==> src/rtl/bch_dec_chien_corr_if.sv <==
// Handshake bundle for the DEC BCH Chien-search corrector.
//   master : upstream/downstream side (drives in_valid_i, cw_i, synd_i, out_ready_i)
//   slave  : corrector side (drives in_ready_o, out_valid_o, cw_o, err_cnt_o, uncorr_o)
// P_CW_W : codeword width (data + 2*m parity)
// P_S_W  : remainder width (2*m)
interface bch_dec_chien_corr_if #(
    parameter int P_CW_W = 26,
    parameter int P_S_W  = 10
);
    logic              in_valid_i;
    logic              in_ready_o;
    logic [P_CW_W-1:0] cw_i;
    logic [P_S_W-1:0]  synd_i;
    logic              out_valid_o;
    logic              out_ready_i;
    logic [P_CW_W-1:0] cw_o;
    logic [1:0]        err_cnt_o;
    logic              uncorr_o;

    modport master (
        output in_valid_i, cw_i, synd_i, out_ready_i,
        input  in_ready_o, out_valid_o, cw_o, err_cnt_o, uncorr_o
    );

    modport slave (
        input  in_valid_i, cw_i, synd_i, out_ready_i,
        output in_ready_o, out_valid_o, cw_o, err_cnt_o, uncorr_o
    );
endinterface

==> src/rtl/bch_dec_chien_corr.sv <==
// Sequential double-error-correcting BCH corrector.
// Takes a received codeword and its remainder modulo g(x) = m1(x)*m3(x),
// evaluates S1 = r(alpha) and S3 = r(alpha^3) by Horner iteration, builds the
// S1-scaled error locator and runs a Chien search over the codeword positions.
// Ports:
//   clk_i  : clock, rising edge
//   rst_i  : synchronous active-high reset
//   bus    : slave modport of bch_dec_chien_corr_if
//            in_valid_i/in_ready_o/cw_i/synd_i   input job handshake
//            out_valid_o/out_ready_i             result handshake
//            cw_o/err_cnt_o/uncorr_o             corrected word and status
//
// state    | meaning
// ---------+------------------------------------------------------------
// ST_IDLE  | ready for a new job
// ST_SYND  | Horner evaluation of S1/S3, one remainder bit per cycle
// ST_LOC   | build scaled locator, pick expected error count
// ST_CHIEN | test one codeword position per cycle, flip on root
// ST_DONE  | result presented until accepted
module bch_dec_chien_corr #(
    parameter int P_D_WIDTH = 16
) (
    input logic                 clk_i,
    input logic                 rst_i,
    bch_dec_chien_corr_if.slave bus
);

    function automatic int fn_int_width(input int d);
        if (d + 10 <= 31)       return 31;
        else if (d + 12 <= 63)  return 63;
        else if (d + 14 <= 127) return 127;
        else                    return 255;
    endfunction

    function automatic int fn_gf_m(input int d);
        return $clog2(fn_int_width(d) + 1);
    endfunction

    function automatic int fn_calc_dat_ecc_width(input int d);
        return d + 2 * fn_gf_m(d);
    endfunction

    function automatic int fn_ecc_synd_width(input int d);
        return 2 * fn_gf_m(d);
    endfunction

    function automatic logic [8:0] fn_field_poly(input int m);
        case (m)
            5:       return 9'h025;
            6:       return 9'h043;
            7:       return 9'h089;
            default: return 9'h11D;
        endcase
    endfunction

    localparam int         LP_N     = fn_int_width(P_D_WIDTH);
    localparam int         LP_M     = $clog2(LP_N + 1);
    localparam int         LP_CW_W  = fn_calc_dat_ecc_width(P_D_WIDTH);
    localparam int         LP_S_W   = fn_ecc_synd_width(P_D_WIDTH);
    localparam int         LP_CNT_W = $clog2(LP_CW_W + 1);
    localparam logic [8:0] LP_POLY  = fn_field_poly(LP_M);

    typedef logic [LP_M-1:0] gf_t;

    function automatic gf_t gf_mul_a(input gf_t a);
        gf_t r;
        r = {a[LP_M-2:0], 1'b0};
        if (a[LP_M-1]) r = r ^ LP_POLY[LP_M-1:0];
        return r;
    endfunction

    // Division by alpha: make the value divisible by x by adding the field
    // polynomial (constant term is always 1), then shift down.
    function automatic gf_t gf_div_a(input gf_t a);
        logic [LP_M:0] t;
        t = {1'b0, a};
        if (a[0]) t = t ^ LP_POLY[LP_M:0];
        return t[LP_M:1];
    endfunction

    function automatic gf_t gf_mul(input gf_t a, input gf_t b);
        gf_t acc;
        gf_t sh;
        acc = '0;
        sh  = a;
        for (int i = 0; i < LP_M; i++) begin
            if (b[i]) acc = acc ^ sh;
            sh = gf_mul_a(sh);
        end
        return acc;
    endfunction

    typedef enum logic [2:0] {
        ST_IDLE,
        ST_SYND,
        ST_LOC,
        ST_CHIEN,
        ST_DONE
    } state_t;

    state_t               state,      state_nxt;
    logic [LP_CNT_W-1:0]  cnt,        cnt_nxt;
    logic [LP_S_W-1:0]    synd_reg,   synd_nxt;
    logic [LP_CW_W-1:0]   cw_work,    cw_work_nxt;
    logic [LP_CW_W-1:0]   cw_in,      cw_in_nxt;
    logic [LP_CW_W-1:0]   pos_mask,   pos_mask_nxt;
    gf_t                  s1,         s1_nxt;
    gf_t                  s3,         s3_nxt;
    gf_t                  t0,         t0_nxt;
    gf_t                  t1,         t1_nxt;
    gf_t                  t2,         t2_nxt;
    logic [1:0]           roots,      roots_nxt;
    logic [1:0]           exp_roots,  exp_roots_nxt;
    logic [LP_CW_W-1:0]   cw_out,     cw_out_nxt;
    logic [1:0]           err_out,    err_out_nxt;
    logic                 unc_out,    unc_out_nxt;

    gf_t        s1_horner;
    gf_t        s3_horner;
    gf_t        s1_sq;
    gf_t        s1_cu;
    logic       chien_hit;
    logic [1:0] roots_inc;

    assign s1_horner = gf_mul_a(s1) ^ gf_t'(synd_reg[LP_S_W-1]);
    assign s3_horner = gf_mul_a(gf_mul_a(gf_mul_a(s3))) ^ gf_t'(synd_reg[LP_S_W-1]);
    assign s1_sq     = gf_mul(s1, s1);
    assign s1_cu     = gf_mul(s1_sq, s1);
    assign chien_hit = ((t0 ^ t1 ^ t2) == '0);
    assign roots_inc = (roots == 2'd3) ? roots : roots + 2'd1;

    always_comb begin
        state_nxt     = state;
        cnt_nxt       = cnt;
        synd_nxt      = synd_reg;
        cw_work_nxt   = cw_work;
        cw_in_nxt     = cw_in;
        pos_mask_nxt  = pos_mask;
        s1_nxt        = s1;
        s3_nxt        = s3;
        t0_nxt        = t0;
        t1_nxt        = t1;
        t2_nxt        = t2;
        roots_nxt     = roots;
        exp_roots_nxt = exp_roots;
        cw_out_nxt    = cw_out;
        err_out_nxt   = err_out;
        unc_out_nxt   = unc_out;

        case (state)
            ST_IDLE: begin
                if (bus.in_valid_i) begin
                    cw_work_nxt = bus.cw_i;
                    cw_in_nxt   = bus.cw_i;
                    synd_nxt    = bus.synd_i;
                    s1_nxt      = '0;
                    s3_nxt      = '0;
                    cnt_nxt     = LP_CNT_W'(LP_S_W - 1);
                    state_nxt   = ST_SYND;
                end
            end

            ST_SYND: begin
                // Remainder is consumed MSB first so the Horner sums land on r(alpha), r(alpha^3).
                s1_nxt   = s1_horner;
                s3_nxt   = s3_horner;
                synd_nxt = {synd_reg[LP_S_W-2:0], 1'b0};
                cnt_nxt  = cnt - LP_CNT_W'(1);
                if (cnt == '0) begin
                    if (s1_horner == '0 && s3_horner == '0) begin
                        cw_out_nxt  = cw_in;
                        err_out_nxt = 2'd0;
                        unc_out_nxt = 1'b0;
                        state_nxt   = ST_DONE;
                    end else begin
                        state_nxt   = ST_LOC;
                    end
                end
            end

            ST_LOC: begin
                if (s1 == '0) begin
                    cw_out_nxt  = cw_in;
                    err_out_nxt = 2'd0;
                    unc_out_nxt = 1'b1;
                    state_nxt   = ST_DONE;
                end else begin
                    exp_roots_nxt = (s3 == s1_cu) ? 2'd1 : 2'd2;
                    t0_nxt        = s1;
                    t1_nxt        = s1_sq;
                    t2_nxt        = s3 ^ s1_cu;
                    roots_nxt     = 2'd0;
                    pos_mask_nxt  = {{(LP_CW_W-1){1'b0}}, 1'b1};
                    cnt_nxt       = LP_CNT_W'(LP_CW_W - 1);
                    state_nxt     = ST_CHIEN;
                end
            end

            ST_CHIEN: begin
                // t1/t2 track Lambda terms evaluated at alpha^-j for the current position j.
                if (chien_hit) begin
                    cw_work_nxt = cw_work ^ pos_mask;
                    roots_nxt   = roots_inc;
                end
                t1_nxt       = gf_div_a(t1);
                t2_nxt       = gf_div_a(gf_div_a(t2));
                pos_mask_nxt = {pos_mask[LP_CW_W-2:0], 1'b0};
                cnt_nxt      = cnt - LP_CNT_W'(1);
                if (cnt == '0) begin
                    // A root count short of the locator degree means a root sits in the
                    // shortened positions or the locator has no roots at all.
                    if (roots_nxt == exp_roots) begin
                        cw_out_nxt  = cw_work_nxt;
                        err_out_nxt = roots_nxt;
                        unc_out_nxt = 1'b0;
                    end else begin
                        cw_out_nxt  = cw_in;
                        err_out_nxt = 2'd0;
                        unc_out_nxt = 1'b1;
                    end
                    state_nxt = ST_DONE;
                end
            end

            ST_DONE: begin
                if (bus.out_ready_i) state_nxt = ST_IDLE;
            end

            default: state_nxt = ST_IDLE;
        endcase
    end

    always_ff @(posedge clk_i) begin
        if (rst_i) begin
            state     <= ST_IDLE;
            cnt       <= '0;
            synd_reg  <= '0;
            cw_work   <= '0;
            cw_in     <= '0;
            pos_mask  <= '0;
            s1        <= '0;
            s3        <= '0;
            t0        <= '0;
            t1        <= '0;
            t2        <= '0;
            roots     <= '0;
            exp_roots <= '0;
            cw_out    <= '0;
            err_out   <= '0;
            unc_out   <= 1'b0;
        end else begin
            state     <= state_nxt;
            cnt       <= cnt_nxt;
            synd_reg  <= synd_nxt;
            cw_work   <= cw_work_nxt;
            cw_in     <= cw_in_nxt;
            pos_mask  <= pos_mask_nxt;
            s1        <= s1_nxt;
            s3        <= s3_nxt;
            t0        <= t0_nxt;
            t1        <= t1_nxt;
            t2        <= t2_nxt;
            roots     <= roots_nxt;
            exp_roots <= exp_roots_nxt;
            cw_out    <= cw_out_nxt;
            err_out   <= err_out_nxt;
            unc_out   <= unc_out_nxt;
        end
    end

    assign bus.in_ready_o  = (state == ST_IDLE);
    assign bus.out_valid_o = (state == ST_DONE);
    assign bus.cw_o        = cw_out;
    assign bus.err_cnt_o   = err_out;
    assign bus.uncorr_o    = unc_out;

endmodule
==> src/flat_wrapper.sv <==
// flat-port wrapper written by rule: the top's interface ports become plain ports
module bch_dec_chien_corr_flat 
#(
    parameter int P_D_WIDTH = 16
)
  (clk_i, rst_i, bus_in_valid_i, bus_cw_i, bus_synd_i, bus_out_ready_i, bus_in_ready_o, bus_out_valid_o, bus_cw_o, bus_err_cnt_o, bus_uncorr_o);
  bch_dec_chien_corr_if bus_i ();
  input logic clk_i;
  input logic rst_i;
  input wire logic [$bits(bus_i.in_valid_i)-1:0] bus_in_valid_i;
  input wire logic [$bits(bus_i.cw_i)-1:0] bus_cw_i;
  input wire logic [$bits(bus_i.synd_i)-1:0] bus_synd_i;
  input wire logic [$bits(bus_i.out_ready_i)-1:0] bus_out_ready_i;
  output wire logic [$bits(bus_i.in_ready_o)-1:0] bus_in_ready_o;
  output wire logic [$bits(bus_i.out_valid_o)-1:0] bus_out_valid_o;
  output wire logic [$bits(bus_i.cw_o)-1:0] bus_cw_o;
  output wire logic [$bits(bus_i.err_cnt_o)-1:0] bus_err_cnt_o;
  output wire logic [$bits(bus_i.uncorr_o)-1:0] bus_uncorr_o;
  assign bus_i.in_valid_i = bus_in_valid_i;
  assign bus_i.cw_i = bus_cw_i;
  assign bus_i.synd_i = bus_synd_i;
  assign bus_i.out_ready_i = bus_out_ready_i;
  assign bus_in_ready_o = bus_i.in_ready_o;
  assign bus_out_valid_o = bus_i.out_valid_o;
  assign bus_cw_o = bus_i.cw_o;
  assign bus_err_cnt_o = bus_i.err_cnt_o;
  assign bus_uncorr_o = bus_i.uncorr_o;
  bch_dec_chien_corr #(.P_D_WIDTH(P_D_WIDTH)) u_core (.clk_i(clk_i), .rst_i(rst_i), .bus(bus_i));
endmodule
==> config.mk <==
export PLATFORM = sky130hd
export DESIGN_NAME = bch_dec_chien_corr_flat
export DESIGN_NICKNAME = d
export VERILOG_FILES = /design/src/rtl/bch_dec_chien_corr_if.sv /design/src/rtl/bch_dec_chien_corr.sv /design/src/flat_wrapper.sv
export SDC_FILE = /design/constraint.sdc
export NUM_CORES = 1
export LEC_CHECK = 0
export BUFFER_PORTS_ARGS = -buffer_cell sky130_fd_sc_hd__buf_4
export CAP_MARGIN = 20
export CORE_AREA = 2 2 113 159
export CTS_CLUSTER_DIAMETER = 60
export CTS_CLUSTER_SIZE = 14
export DETAILED_ROUTE_END_ITERATION = 8
export DIE_AREA = 0 0 115 161
export GPL_TIMING_DRIVEN = 0
export PLACE_DENSITY = 0.73
export SYNTH_ARGS = -nofsm -noshare
export SYNTH_HDL_FRONTEND = slang
export SYNTH_SLANG_ARGS = --single-unit
==> constraint.sdc <==
create_clock -name clk_i -period 3.2 [get_ports clk_i]
set_input_delay 0.16 -clock clk_i [delete_from_list [all_inputs] [get_ports clk_i]]
set_output_delay 0.16 -clock clk_i [all_outputs]
set_load 0.005 [all_outputs]
==> results of run 1 <==
worst paths after layout:
| path | from | end | slack, ns | depth (start not counted) |
|---|---|---|---|---|
| min reg2reg | u_core.cw_in[18]$_SDFFE_PP0P_ | u_core.cw_in[18]$_SDFFE_PP0P_ | 0.45 | 2 |
| max reg2reg | u_core.s1[3]$_SDFFE_PP0P_ | u_core.exp_roots[1]$_SDFFE_PP0P_ | 0.18 | 11 |
| max | u_core.s1[3]$_SDFFE_PP0P_ | u_core.exp_roots[1]$_SDFFE_PP0P_ | 0.18 | 11 |
| min | bus_cw_i[11] | u_core.cw_in[11]$_SDFFE_PP0P_ | 0.004 | 3 |
metal layers:
layer,GRT usage (%),up-vias
met3,3.68,57
li1,-,3495
met4,10.9,0
met5,0,-
met2,39.7,205
met1,25.6,3318
synth_stat cells, types with 11 or more instances:
| library cell | number |
|---|---|
| sky130_fd_sc_hd__xor2_1 | 38 |
| sky130_fd_sc_hd__nand2b_1 | 13 |
| sky130_fd_sc_hd__xnor2_1 | 19 |
| sky130_fd_sc_hd__a21oi_1 | 110 |
| sky130_fd_sc_hd__nand3_1 | 67 |
| sky130_fd_sc_hd__dfxtp_1 | 154 |
| sky130_fd_sc_hd__nand2_1 | 243 |
| sky130_fd_sc_hd__a32o_1 | 26 |
| sky130_fd_sc_hd__or2_0 | 22 |
| sky130_fd_sc_hd__a311oi_1 | 11 |
| sky130_fd_sc_hd__clkbuf_1 | 57 |
| sky130_fd_sc_hd__a22oi_1 | 15 |
| sky130_fd_sc_hd__nor2_1 | 61 |
| sky130_fd_sc_hd__o21ai_0 | 14 |
final cells by class:
type,instances,area share [%]
clock inverters,14,1.82
clock buffers,17,4.75
well taps,206,2.88
repair buffers,69,5.79
flip-flops and latches,154,34.4
inverters,7,0.294
plain buffers,75,3.45
multi-input cells,734,46.6
per-stage QoR:
| stage | setup WS [ns] | setup TNS [ns] | power, W | hold WS, ns | std cells |
|---|---|---|---|---|---|
| CTS | 0.165 | 0 | 0.00496 | 0.00268 | 1276 |
| detailed placement | 0.000443 | 0 | 0.00297 | 0.442 | 1245 |
| global route | 0.0118 | 0 | 0.00516 | 0.0106 | 1276 |
| global placement | -0.0439 | -0.367 | 0.00295 | 0.437 | 1245 |
| finish | 0.179 | 0 | 0.00494 | 0.00446 | 1276 |
| floorplan | 0.672 | 0 | 0.00270 | 0.319 | 970 |
logic make-up after synthesis:
group / count (synthesis)
XOR/XNOR: 68
buffers and inverters: 82
flip-flops: 154
AND/OR/NAND/NOR: 452
AO/OA/AOI/OAI: 205
multiplexers: 5
adder cells (fa/ha/maj): 4
what timing repair did:
action / CTS / global route
endpoints found under the hold margin: 0 / 0
setup buffers: 0 / 0
pin swaps: 0 / 0
resized for setup: 1 / 2
setup endpoints to repair: 10 / 10
critical path: cells and delay by family, from the launching register on:
family	cells	cell delay (ns)
AO/OA/AOI/OAI	3	0.58
XOR/XNOR	2	0.47
adder cells (fa/ha/maj)	1	0.38
buffers and inverters	2	0.46
flip-flops	1	0.50
AND/OR/NAND/NOR	3	0.53
power breakdown:
group	switching (W)	leakage, nW	internal [W]
registers	0.0000806	1.25	0.00205
logic	0.000500	1.90	0.000299
clock network	0.000850	0.275	0.00116
total	0.00143	3.43	0.00351
cell usage in the layout (no fill, tap or decap), drive strengths merged, types with 2 or more instances in the layout:
| cell type | n |
|---|---|
| nand3b | 2 |
| xnor3 | 7 |
| a221oi | 2 |
| dfxtp | 154 |
| nand4 | 3 |
| a311oi | 11 |
| a211oi | 4 |
| nor3 | 9 |
| ha | 4 |
| nor4bb | 2 |
| inv | 11 |
| o21a | 4 |
| o211ai | 4 |
| xor2 | 40 |
| mux2i | 3 |
| nand3 | 67 |
| nand2b | 13 |
| bufinv | 2 |
| and2 | 5 |
| o21ai | 15 |
| and3 | 7 |
| nand2 | 243 |
| clkinvlp | 4 |
| a21oi | 110 |
| nor2b | 2 |
| o211a | 2 |
| xnor2 | 21 |
| clkbuf | 74 |
| nor2 | 63 |
| a22oi | 15 |
| or4 | 3 |
| clkinv | 4 |
| a32o | 26 |
| buf | 87 |
| mux2 | 2 |
| or2 | 29 |
| a21bo | 2 |
| o31ai | 2 |
==> flow_metrics.env, run 1 <==
export IMPL_synth_async_sr_flop_share_pct=0
export IMPL_synth_top_family_by_area="simple AND/OR/NAND/NOR gates"
export IMPL_die_width_um=115
export IMPL_worst_endpoint_required_ns=3.52
export IMPL_fin_crit_ns=3.02
export IMPL_synth_cell_type_count=62
export IMPL_worstSkewPairLatency_ns=0.43
export IMPL_dpl_hpwl_mm=14.9
export IMPL_number_of_global_route_vias_before_repair=6904
export IMPL_synth_seq_cells=154
export IMPL_critPathMaxStageDelay_ns=0.50
export IMPL_worst_path_max_delay_cell="sky130_fd_sc_hd__dfxtp_1"
export IMPL_num_rows=57
export IMPL_final_core_util_pct=52.3
export IMPL_dr_first_iter_drc_count=521
export IMPL_finalHoldViolations=0
export IMPL_ff_latch_area_mm2=0.00308
export IMPL_overflow=0
export IMPL_synth_adder_area_share_pct=0.660
export IMPL_cts_root_to_sink_buffers=2
export IMPL_synthXorXnorAreaFrac_pct=9.52
export IMPL_top_level_ports=71
export IMPL_drc=0
export IMPL_met1_length_mm=8.03
export IMPL_grt_start_max_net_pins=17
export IMPL_worst_hold_path_type="input port to flop"
export IMPL_grt_pass1_wl_mm=33.1
export IMPL_detailroute_via_count=7075
export IMPL_clock_root_buffer_master="sky130_fd_sc_hd__clkbuf_16"
export IMPL_antenna_violations_before_repair=0
export IMPL_min_period_over_period_pct=94.4
export IMPL_synthTopCellsByArea="sky130_fd_sc_hd__dfxtp_1 41%, sky130_fd_sc_hd__nand2_1 12%, sky130_fd_sc_hd__a21oi_1 7.3%, sky130_fd_sc_hd__nand3_1 4.4%, sky130_fd_sc_hd__xor2_1 4.4%"
export IMPL_start_util_pct=44.3
export IMPL_path_clk_slew_ns=0.07
export IMPL_syn_cell_area_mm2=0.00758
export IMPL_tritoncts_num_sinks=154
export IMPL_clock_tree_htree_level_count=4
export IMPL_crit_type="flop to flop"
export IMPL_layout_area_overhead_vs_synth_pct=18.0
export IMPL_ir_drop_uv=373
export IMPL_dpl_cell_area_mm2=0.00836
export IMPL_port_buffer_count=69
export IMPL_route_detailed_wl_per_inst_um=15.9
export IMPL_seq_area_frac_synth_pct=40.7
export IMPL_ys_warn_count=0
export IMPL_place_gp_congestion=0.974
export IMPL_yosys_area_share_simple_pct=26.5
export IMPL_antenna_violating_nets_post_route=0
export IMPL_synth_enable_flop_cells=0
export IMPL_finalMaxSlewViolations=0
export IMPL_nFillCells=1648
export IMPL_synth_compound_area_share_pct=17.5
export IMPL_syn_instance_count=970
export IMPL_finalNetCount=1102
export IMPL_critical_path_max_fanout=10
export IMPL_post_synth_top_area_cell="sky130_fd_sc_hd__dfxtp_1"
export IMPL_insertedDiodeCount=0
export IMPL_synth_top_area_share_pct=40.7
export IMPL_worstSetupEndpointType="flop"
export IMPL_maxClockFrequency_ghz=0.331
export IMPL_drive_above_1_share_pct=12.5
export IMPL_totalWireLength_mm=20.3
export IMPL_setup_worst_path_start_class="flop"
export IMPL_maxUsedRoutingLayer="met4"
export IMPL_synth_mux_area_fraction_pct=0.742
export IMPL_detail_route_vias_per_cell=5.54
export IMPL_leakage_nw=3.43
export IMPL_setup_violations_final=0
export IMPL_grt_setup_unrepaired="false"
export IMPL_multi_input_comb_area_mm2=0.00417
export IMPL_run_status="complete, no violations"
export IMPL_fin_skew_ns=0.0116
export IMPL_synth_net_count=1014
export IMPL_wl_met3_um=853
export IMPL_ctsHoldBuffers=0
export IMPL_design_area_mm2=0.00895
export IMPL_grt_use_total_pct=22.3
export IMPL_tightestPinTransition_ns=0.779
export IMPL_met2RoutedLength_mm=10.7
export IMPL_drtPass1Iterations=7
export IMPL_power_density_relative_to_cell_area_mw_per_mm2=552
export IMPL_cap_viol_max_count=0
export IMPL_design_core_area_mm2=0.0171
export IMPL_timing_max_slew_rel_slack_pct=47.8
export IMPL_worstPathCellList="buf_2, inv_1, ha_1, nand2_1, o22ai_1, a211oi_1, xnor2_1, xnor3_1, nor3_1, nand4_1, o211a_1"
export IMPL_syn_area_per_cell_um2=7.82
export IMPL_dominant_synthesized_flop_cell="sky130_fd_sc_hd__dfxtp_1"
export IMPL_die_area_mm2=0.0185
export IMPL_die_height_um=161
export IMPL_timing_critical_path_arrival_ns=3.34
export IMPL_numCtsBuffers=17
export IMPL_cts_tree="done"
Power figures use the tool's default switching activity.
==> run 2, diff against run 1 <==
Settings changed: CORE_AREA 2 2 113 159 to 2 2 99 139, DIE_AREA 0 0 115 161 to 0 0 101 141, GPL_ROUTABILITY_DRIVEN set to 0, PLACE_DENSITY 0.73 to 0.89.
==> run 2 against run 1 <==
Net effect: final area shrank 0.55%; die area down 23%; sequential power hardly changed; final cell count down 3.8%; setup slack got worse by 0.0041 ns; power grew 2.0%; clock-buffer cell count grew 1; worst hold slack got worse by 0.0032 ns; flip-flop and latch count unchanged; largest cell class unchanged; largest power group unchanged.
==> flow_metrics.env, run 2 (synthesis gave the netlist of run 1 again) <==
export IMPL_num_rows=50
export IMPL_insertedDiodeCount=0
export IMPL_grt_pass1_wl_mm=33.9
export IMPL_layout_area_overhead_vs_synth_pct=17.4
export IMPL_totalWireLength_mm=20.9
export IMPL_power_density_relative_to_cell_area_mw_per_mm2=566
export IMPL_antenna_violations_before_repair=0
export IMPL_worstPathCellList="buf_2, inv_1, ha_1, and3_1, nand2b_1, o21ai_1, nor2b_2, nor2_2, clkbuf_1, a32o_1"
export IMPL_maxClockFrequency_ghz=0.331
export IMPL_timing_critical_path_max_delay_family="simple AND/OR/NAND/NOR gates"
export IMPL_min_period_over_period_pct=94.5
export IMPL_worst_path_max_delay_cell="sky130_fd_sc_hd__dfxtp_1"
export IMPL_nFillCells=1006
export IMPL_detailroute_via_count=7381
export IMPL_most_common_layout_cells="243 x sky130_fd_sc_hd__nand2_1, 154 x sky130_fd_sc_hd__dfxtp_1, 110 x sky130_fd_sc_hd__a21oi_1"
export IMPL_setup_worst_path_start_class="flop"
export IMPL_path_clk_slew_ns=0.07
export IMPL_number_of_global_route_vias_before_repair=7155
export IMPL_tritoncts_num_sinks=154
export IMPL_worstSetupEndpointType="flop"
export IMPL_final_setup_worst_slack_ns=0.175
export IMPL_die_area_mm2=0.0142
export IMPL_ctsHoldBuffers=0
export IMPL_drive_above_1_share_pct=12.5
export IMPL_grt_setup_unrepaired="false"
export IMPL_drc=0
export IMPL_fin_setup_tns_ns=0
export IMPL_worst_endpoint_required_ns=3.57
export IMPL_numCtsBuffers=17
export IMPL_crit_type="flop to flop"
export IMPL_ir_drop_uv=308
export IMPL_run_status="complete, no violations"
export IMPL_port_buffer_count=69
export IMPL_dpl_cell_area_mm2=0.00830
export IMPL_detail_route_vias_per_cell=6.02
export IMPL_worst_hold_path_type="input port to flop"
export IMPL_start_util_pct=57.7
export IMPL_fin_crit_ns=3.02
export IMPL_dpl_hpwl_mm=14.3
export IMPL_clock_tree_htree_level_count=4
export IMPL_critPathMaxStageDelay_ns=0.51
export IMPL_finalHoldViolations=0
export IMPL_route_detailed_wl_per_inst_um=17.0
export IMPL_tightestPinTransition_ns=0.745
export IMPL_grt_use_total_pct=29.7
export IMPL_die_width_um=101
export IMPL_die_height_um=141
export IMPL_setup_violations_final=0
export IMPL_design_area_mm2=0.00890
export IMPL_timing_critical_path_arrival_ns=3.40
export IMPL_critical_path_max_fanout=10
export IMPL_clock_root_buffer_master="sky130_fd_sc_hd__clkbuf_16"
export IMPL_final_common_cell="sky130_fd_sc_hd__nand2_1"
export IMPL_cts_root_to_sink_buffers=2
export IMPL_finalNetCount=1102
export IMPL_cts_tree="done"
export IMPL_drtPass1Iterations=5
export IMPL_leakage_nw=3.44
export IMPL_pre_cts_ws_ns=0.0382
export IMPL_top_level_ports=71
export IMPL_dr_first_iter_drc_count=707
export IMPL_finalMaxSlewViolations=0
export IMPL_cap_viol_max_count=0
export IMPL_design_core_area_mm2=0.0131
export IMPL_grt_start_max_net_pins=17
export IMPL_cp_num_buf_inv=3
export IMPL_fin_skew_ns=0.0145
export IMPL_timing_max_slew_rel_slack_pct=50.1
export IMPL_worstSkewPairLatency_ns=0.43
export IMPL_antenna_violating_nets_post_route=0
export IMPL_overflow=0
[run 2: cell count changes in the layout (fill, tap and decap cells not counted), sizes merged]
cell,before,now
inv,11,15
clkinv,4,2
clkinvlp,4,2
clkbuf,74,75
[run 2: worst paths after layout]
| check | startpoint | endpoint | slack [ns] | depth (start not counted) |
|---|---|---|---|---|
| worst max-delay path | u_core.s1[3]$_SDFFE_PP0P_ | u_core.bus.cw_o[4]$_SDFFE_PP0P_ | 0.18 | 10 |
| worst max register to register | u_core.s1[3]$_SDFFE_PP0P_ | u_core.bus.cw_o[4]$_SDFFE_PP0P_ | 0.18 | 10 |
| worst min-delay path | bus_cw_i[21] | u_core.cw_in[21]$_SDFFE_PP0P_ | 0.001 | 3 |
| worst min register to register | u_core.cw_in[5]$_SDFFE_PP0P_ | u_core.cw_in[5]$_SDFFE_PP0P_ | 0.45 | 2 |
[run 2: worst register-to-register path, delay by kind of cell, from the launching register on]
family	cells	cell delay, ns
buffers and inverters	3	0.89
adder cells (fa/ha/maj)	1	0.19
AO/OA/AOI/OAI	2	0.42
flip-flops	1	0.51
AND/OR/NAND/NOR	4	0.95
[run 2: what timing repair did]
item	CTS	global route
setup buffers	0	0
setup endpoints to repair	0	20
hold endpoints to repair	0	0
gates resized for setup	0	3
[run 2: report_power, final]
group | switching (W) | internal (W)
registers | 0.0000856 | 0.00205
clock network | 0.000907 | 0.00118
logic | 0.000515 | 0.000299
[run 2: area by class of cell]
type                    count  area, um^2  area share [%]
clock inverters            14         173            1.94
repair buffers             69         518            5.82
clock buffers              18         429            4.82
multi-input cells         734        4170            46.8
plain buffers              75         309            3.47
flip-flops and latches    154        3080            34.6
inverters                   7        26.3           0.295
well taps                 156         195            2.19
[run 2: per-layer routing]
| metal | wire [um] | vias up | GRT usage [%] | share of wire (%) |
|---|---|---|---|---|
| li1 | - | 3497 | - | - |
| met1 | 7880 | 3451 | 33.9 | 38 |
| met4 | 1010 | 0 | 18.6 | 4.9 |
| met5 | 0 | - | 0 | 0 |
| met3 | 1190 | 92 | 3.97 | 5.7 |
| met2 | 10800 | 341 | 51.6 | 52 |
[run 2: per-stage QoR]
step | cells | power [W] | hold slack [ns] | util, %
after floorplan | 970 | 0.00270 | 0.319 | -
after global placement | 1195 | 0.00293 | 0.436 | 63.2
after detailed placement | 1195 | 0.00296 | 0.443 | 63.2
after CTS | 1227 | 0.00501 | 0.00281 | 67.7
after global routing | 1227 | 0.00522 | 0.0203 | 67.8
final | 1227 | 0.00504 | 0.00131 | 67.8
